===== src/rtl/approx_error_monitor.sv =====
// Sweep-and-compare engine: drives every input pattern onto an exact/approximate partition pair
// and accumulates error metrics in hardware. Optional err_sum output is enabled by ERR_SUM_EN.
module approx_error_monitor #(
   parameter int IN_W   = 7,
   parameter int OUT_W  = 4,
   parameter int SETTLE = 1
) (
   input  logic                              clk,
   input  logic                              rst,
   input  logic                              start,
   output logic [IN_W-1:0]                   pi,
   input  logic [OUT_W-1:0]                  po_approx,
   input  logic [OUT_W-1:0]                  po_exact,
   output logic                              busy,
   output logic                              done,
   output logic [IN_W:0]                     err_count,
   output logic [IN_W+$clog2(OUT_W+1)-1:0]   hd_sum,
`ifdef ERR_SUM_EN
   output logic [IN_W+OUT_W-1:0]             err_sum,
`endif
   output logic [OUT_W-1:0]                  max_abs_err
);

   localparam int PC_W  = $clog2(OUT_W + 1);
   localparam int HD_W  = IN_W + PC_W;
   localparam int CNT_W = $clog2(SETTLE + 1);

   typedef enum logic [1:0] {IDLE, APPLY, SAMPLE, DONE} state_t;

   state_t             r_state;
   state_t             w_state_nxt;
   logic [CNT_W-1:0]   r_cnt;
   logic [IN_W-1:0]    r_pi;
   logic               r_busy;
   logic               r_done;
   logic [IN_W:0]      r_err_count;
   logic [HD_W-1:0]    r_hd_sum;
   logic [OUT_W-1:0]   r_max_abs_err;
   logic               w_clear;
   logic               w_sample;
   logic               w_finish;
   logic               w_last;
   logic [OUT_W-1:0]   w_diff;
   logic [PC_W-1:0]    w_pc;
   logic [OUT_W-1:0]   w_abs;

   function automatic logic [PC_W-1:0] popcount(input logic [OUT_W-1:0] v);
      logic [PC_W-1:0] n;
      n = '0;
      for (int i = 0; i < OUT_W; i++) n = n + PC_W'(v[i]);
      return n;
   endfunction

   // Difference taken one bit wider so the sign is visible before folding to magnitude.
   function automatic logic [OUT_W-1:0] abs_diff(input logic [OUT_W-1:0] a,
                                                input logic [OUT_W-1:0] b);
      logic [OUT_W:0] d;
      d = {1'b0, a} - {1'b0, b};
      if (d[OUT_W]) d = -d;
      return d[OUT_W-1:0];
   endfunction

   assign w_diff = po_approx ^ po_exact;
   assign w_pc   = popcount(w_diff);
   assign w_abs  = abs_diff(po_approx, po_exact);
   assign w_last = (r_pi == {IN_W{1'b1}});

   always_ff @(posedge clk or posedge rst) begin
      if (rst) r_state <= IDLE;
      else     r_state <= w_state_nxt;
   end

   // DONE waits one cycle before raising done/dropping busy; restart is only honoured once done is up.
   always_comb begin
      w_state_nxt = r_state;
      w_clear     = 1'b0;
      w_sample    = 1'b0;
      w_finish    = 1'b0;
      case (r_state)
         IDLE: begin
            if (start) begin
               w_clear     = 1'b1;
               w_state_nxt = APPLY;
            end
         end
         APPLY: begin
            if (r_cnt == CNT_W'(1)) w_state_nxt = SAMPLE;
         end
         SAMPLE: begin
            w_sample = 1'b1;
            w_state_nxt = w_last ? DONE : APPLY;
         end
         DONE: begin
            if (r_done && start) begin
               w_clear     = 1'b1;
               w_state_nxt = APPLY;
            end else if (!r_done) begin
               w_finish = 1'b1;
            end
         end
         default: w_state_nxt = IDLE;
      endcase
   end

   always_ff @(posedge clk or posedge rst) begin
      if (rst) begin
         r_cnt  <= '0;
         r_pi   <= '0;
         r_busy <= 1'b0;
         r_done <= 1'b0;
      end else if (w_clear) begin
         r_cnt  <= CNT_W'(SETTLE);
         r_pi   <= '0;
         r_busy <= 1'b1;
         r_done <= 1'b0;
      end else if (w_sample) begin
         if (!w_last) begin
            r_pi  <= r_pi + 1'b1;
            r_cnt <= CNT_W'(SETTLE);
         end
      end else if (w_finish) begin
         r_busy <= 1'b0;
         r_done <= 1'b1;
      end else if (r_state == APPLY) begin
         r_cnt <= r_cnt - 1'b1;
      end
   end

   always_ff @(posedge clk or posedge rst) begin
      if (rst) begin
         r_err_count   <= '0;
         r_hd_sum      <= '0;
         r_max_abs_err <= '0;
      end else if (w_clear) begin
         r_err_count   <= '0;
         r_hd_sum      <= '0;
         r_max_abs_err <= '0;
      end else if (w_sample) begin
         r_err_count <= r_err_count + (IN_W+1)'(w_diff != '0);
         r_hd_sum    <= r_hd_sum + HD_W'(w_pc);
         if (w_abs > r_max_abs_err) r_max_abs_err <= w_abs;
      end
   end

`ifdef ERR_SUM_EN
   logic [IN_W+OUT_W-1:0] r_err_sum;

   always_ff @(posedge clk or posedge rst) begin
      if (rst)           r_err_sum <= '0;
      else if (w_clear)  r_err_sum <= '0;
      else if (w_sample) r_err_sum <= r_err_sum + (IN_W+OUT_W)'(w_abs);
   end

   assign err_sum = r_err_sum;
`endif

   assign pi          = r_pi;
   assign busy        = r_busy;
   assign done        = r_done;
   assign err_count   = r_err_count;
   assign hd_sum      = r_hd_sum;
   assign max_abs_err = r_max_abs_err;

endmodule


===== config.mk =====
export PLATFORM = sky130hd
export DESIGN_NAME = approx_error_monitor
export DESIGN_NICKNAME = d
export VERILOG_FILES = /design/src/rtl/approx_error_monitor.sv
export SDC_FILE = /design/constraint.sdc
export NUM_CORES = 1
export LEC_CHECK = 0
export ABC_AREA = 1
export CAP_MARGIN = 20
export CORE_MARGIN = 2
export CORE_UTILIZATION = 35
export CTS_CLUSTER_DIAMETER = 120
export CTS_CLUSTER_SIZE = 14
export DETAILED_ROUTE_END_ITERATION = 8
export SYNTH_ARGS = -nofsm -noshare
export SYNTH_HDL_FRONTEND = slang
export SYNTH_SLANG_ARGS = --single-unit
export TNS_END_PERCENT = 30

===== constraint.sdc =====
create_clock -name clk -period 2.8 [get_ports clk]
set_clock_uncertainty 0.05 [all_clocks]
set_input_delay 0.56 -clock clk [delete_from_list [all_inputs] [get_ports clk]]
set_output_delay 0.56 -clock clk [all_outputs]
set_load 0.05 [all_outputs]

=== Word level (Yosys, flattened, before mapping) ===
Index checks and enable logic that the tools add are counted.

* $add $sub $neg: 9
* Multipliers: 0
* Div/mod/pow operators: 0
* $lt $le $gt $ge: 1
* Equality and inequality tests: 11
* Shift-type cells: 0
* Multiplexer cells: 34
* Bitwise logic cells: 1
* Reductions and logical operators: 12

{| class="wikitable"
|+ Operator list
! operator !! count
|-
| $mux 7 || 3
|-
| $mux 10 || 2
|-
| $mux 1 || 17
|-
| $mux 4 || 4
|-
| $mux 8 || 2
|-
| $add 10x3->10 || 1
|-
| $ne 2x2->1 const B || 5
|-
| $add 8x1->8 || 1
|-
| $mux 2 || 4
|-
| $pmux 2 s4 || 1
|-
| $add 7x1->7 const B || 1
|-
| $eq 7x7->1 const B || 1
|-
| $ne 3x3->1 const B || 2
|-
| $reduce_and 2->1 || 3
|-
| $reduce_and 3->1 || 2
|-
| $reduce_bool 2->1 || 3
|-
| $sub 4x4->5 || 1
|-
| $eq 2x2->1 const B || 2
|-
| $gt 4x4->1 || 1
|-
| $neg 4->4 || 1
|-
| $reduce_bool 4->1 || 1
|-
| $xor 4x4->4 || 1
|-
| $add 2x1->3 || 1
|-
| $add 3x1->3 || 1
|-
| 7 further kinds || 7
|}

* Bits in registers: 34
* Bits in latches: 0
* Bits in writable memories: 0
* Memory bits (read-only): 0
* Bits of input ports: 11
* Output and inout port bits: 31
* Word-level logic and storage cells: 76
* Memories kept: 0

=== Longest topological paths before layout ===
* Depth in word-level cells: 7
* Mapped depth: 22
* Depth with buffers taken out: 22

=== Least setup slack after synthesis ===
Ideal clock, no wire load.

* Path kind: input-to-reg
* Start: in po_exact[2]
* End: reg r_hd_sum[8], in the netlist hd_sum[8]
* Library setup time: 0.120 ns
* Arrival: 2.881 ns
* Required time: 2.630 ns
* Setup slack: -0.251 ns
* Stages: 14
* Buffers on the path: 0
* Cell sequence: inv_1 > ha_1 > fa_1 > inv_1 > fa_1 > fa_1 > nand2_1 > nor2_1 > nand2_1 > inv_1 > nand2_1 > nor2_1 > o21ai_0 > inv_1

* Longest elaborated chain between the ends: 6

{| class="wikitable"
|+ RTL lines
! element !! RTL line !! RTL
|-
| start, declared || 13 || <nowiki>input logic [OUT_W-1:0] po_exact,</nowiki>
|-
| $xor 4x4->4 || 63 || <nowiki>assign w_diff = po_approx ^ po_exact;</nowiki>
|-
| $add 2x1->3 || 50 || <nowiki>for (int i = 0; i < OUT_W; i++) n = n + PC_W'(v[i]);</nowiki>
|-
| $add 3x1->3 || 50 ||
|-
| $add 10x3->10 || 140 || <nowiki>r_hd_sum <= r_hd_sum + HD_W'(w_pc);</nowiki>
|-
| $mux 10 || 138 || <nowiki>end else if (w_sample) begin</nowiki>
|-
| $mux 10 || 134 || <nowiki>end else if (w_clear) begin</nowiki>
|-
| end signal, assigned || 140 ||
|-
| end, declared || 37 || <nowiki>logic [HD_W-1:0] r_hd_sum;</nowiki>
|}

Every way passes these cells. The select of a mux whose other input is x is not followed.
A chain may end at the register's enable or synchronous reset.

=== Worst setup path in the final report ===
Same ends and word-level chain as after synthesis.

==> results.txt <==
Reg2Reg Depth: 13
Share of layout cells above drive strength 1: 0.193
Post-DRT Antenna Nets: 0
Slew HR: 0.664
# port buffers: 41
Largest family of logic cells by synthesized area: simple AND/OR/NAND/NOR gates
Syn. warnings: 0
Area growth from synthesis to layout: 37.0%
Grt ovf: 0
Die width: 84.6 um
Cts bufs inserted: 5
Peak supply drop: 0.641 mV
Status: finished, final reports clean
Post-route setup TNS: 0 ps
Compound-gate portion of the synthesized area: 0.102
Synth top area share: 0.374
Setup crit end kind: flip-flop
Seq/Total Area, Yosys: 0.374
Hpwl dp: 3740 um
FF+latch count, synth: 34
Synth top area cells: dfrtp_1 (37%), nand2_1 (12%), ha_1 (10%)
Max Root-Sink Buffers: 2
Syn_area_per_cell: 7.69 um^2
Commonest non-fill, non-tap cell in the layout: nand2_1
CP cell instances: dlygate4sd2_1 > inv_2 > ha_4 > fa_1 > inv_1 > fa_2 > fa_2 > nand2_2 > nor2_1 > nand2_1 > inv_2 > nand2_2 > nor2_1 > o21ai_1 > inv_1
Worst path required time: 2920 ps
Reg2reg setup slack: 380 ps
Critical path buffers and inverters: 5
Largest net degree at the start of global routing: 35
Post-Synth Simple-Gate Area: 0.247
Residual DRC: 0
# setup viols final: 0
Fillers: 619
Height of the die: 84.6 um
Mux share of post-synthesis cell area: 0
Pwr Total: 2.60 mW
Via count: 2014
Core ar.: 0.00631 mm^2
Slowest stage delay, CP: 480 ps
Ys flop type: dfrtp_1
DR iter-0 viols: 62
Achievable Freq: 0.368 GHz
Mapped Nets: 330
CP max-delay cell: fa_1
Root Buffer: clkbuf_8
Post-synth EDFFs: 0
Final WL: 4950 um
Hold wc startpoint: err_count[5]
CP arrival: 2840 ps
Post-Synth XOR/XNOR Area: 0.0231
Leak pwr: 1.66 nW
Initial Utilization: 0.360
Mapped Area: 0.00228 mm^2
Final period util: 0.969
Io pins: 42
Most frequent cells in the layout: nand2_1 (69), inv_1 (50), dfrtp_1 (34), clkdlybuf4s50_1 (33), buf_4 (25)
Gr usage total: 0.146
Min Hold Slack: 437 ps
Yosys cell types: 31
Post-layout net count: 400
Clock slew at reported path FFs: 70 ps
Number of max-cap violations: 0
Post-Syn Instances: 296
CTS HTree Levels: 2
WHS Path Cells: 1
First-pass GRT wire length: 8600 um
Max-slew violations: 0
Yosys top cell by area: dfrtp_1
CTS tree: done
ANT cells: 0
CP top delay family: adder cells
Hold_buf cts: 0
Antenna violations before repair: 0
Crit path kind: input port to flip-flop
Crit path max fanout: 3
Clock sink count: 34
Worst Hold Class: flip-flop to flip-flop
Worst r2r src: hd_sum[0]
Avg WL per Cell: 11.2 um
Minimum clock period: 2710 ps
WHS Endpoint: err_count[5]
Reg-to-reg endpoint: hd_sum[8]
FP Rows: 29
Unrepaired setup endpoints after global routing: true
Power density of the placed cells: 834 mW/mm^2
Vias in the first global route: 2005
Fraction of registers with async set/reset: 1.00
DR pass1 iterations: 4
Worst slew pin tran: 503 ps
Die footprint: 0.00716 mm^2
Setup crit start kind: input port
Final hold vios: 0
Synth Area in Adders: 0.140
Drt via density: 4.54
RePlAce Congestion: 0.835
Clock latency on the worst-skew pair: 280 ps
[stage by stage]
step	std cells	utilization	worst slack [ps]	instance area, um^2
floorplan	296	-	6.57	2310
global placement	426	0.460	-512	2900
detailed placement	426	0.460	-612	2900
CTS	443	0.488	-6.64	3080
global route	444	0.494	-88.1	3120
finish	444	0.494	86.1	3120
[final cells by class]
type | count | area [um^2] | share of cell area
clock buffer | 7 | 86.3 | 0.0277
clock inverter | 1 | 5.00 | 0.00161
inverter | 61 | 234 | 0.0750
multi-input combinational | 197 | 1240 | 0.398
sequential | 34 | 851 | 0.273
tap | 77 | 96.3 | 0.0309
timing repair buffer | 67 | 603 | 0.193
[worst max path at each step]
stage | startpoint | to | slack, ps | cells past startpoint
3_5_place_dp | po_exact[2] | hd_sum[8] | -610 | 15
6_report | po_exact[2] | hd_sum[8] | 90 | 15
3_3_place_gp | po_exact[2] | hd_sum[8] | -510 | 15
4_1_cts | po_approx[0] | max_abs_err[1] | -7 | 19
2_1_floorplan | po_exact[2] | hd_sum[8] | 7 | 14
5_1_grt | po_approx[0] | max_abs_err[3] | -90 | 20
[layer usage]
layer	vias to the layer above	GRT usage	wire length, um
met5	-	0	0
met4	0	0.0390	53
met3	4	0.0285	133
met2	30	0.247	2370
met1	917	0.191	2390
li1	1063	-	-
[flip-flops by register name, indices dropped and copies added, names as in the netlist]
name / count
r_state: 2
err_count: 8
r_cnt: 1
hd_sum: 10
done: 1
max_abs_err: 4
busy: 1
pi: 7
[synth_stat cells, types with 2 or more instances]
cell type and instances:
a21boi_0 3, a21oi_1 11, a31oi_1 2, buf_2 2
dfrtp_1 34, fa_1 4, ha_1 19, inv_1 60
nand2_1 72, nand3_1 18, nand3_2 2, nand4_1 4
nor2_1 24, nor2_2 3, nor3_1 2, o21ai_0 13
o21ai_1 4, o21bai_1 2, xnor2_1 3, xor2_1 3
[timing repair]
item / CTS / global route
setup endpoints to repair: 8 / 5
resized for setup: 22 / 18
setup buffers: 9 / 1
endpoints found under the hold margin: 0 / 0
pin swaps: 11 / 13
[power breakdown]
group | switching (mW) | internal, mW | total [mW] | leakage, nW
Sequential | 0.151 | 0.635 | 0.786 | 0.384
Combinational | 0.915 | 0.527 | 1.44 | 1.23
Clock | 0.173 | 0.198 | 0.372 | 0.0482
[logic make-up (layout without fill, tap and decap cells)]
kind of cell | after synthesis | count (layout)
flip-flops | 34 | 34
AO/OA/AOI/OAI | 39 | 39
buffers and inverters | 65 | 136
AND/OR/NAND/NOR | 129 | 129
adder cells (fa/ha/maj) | 23 | 23
XOR/XNOR | 6 | 6
(Power assumes the default switching activity.)
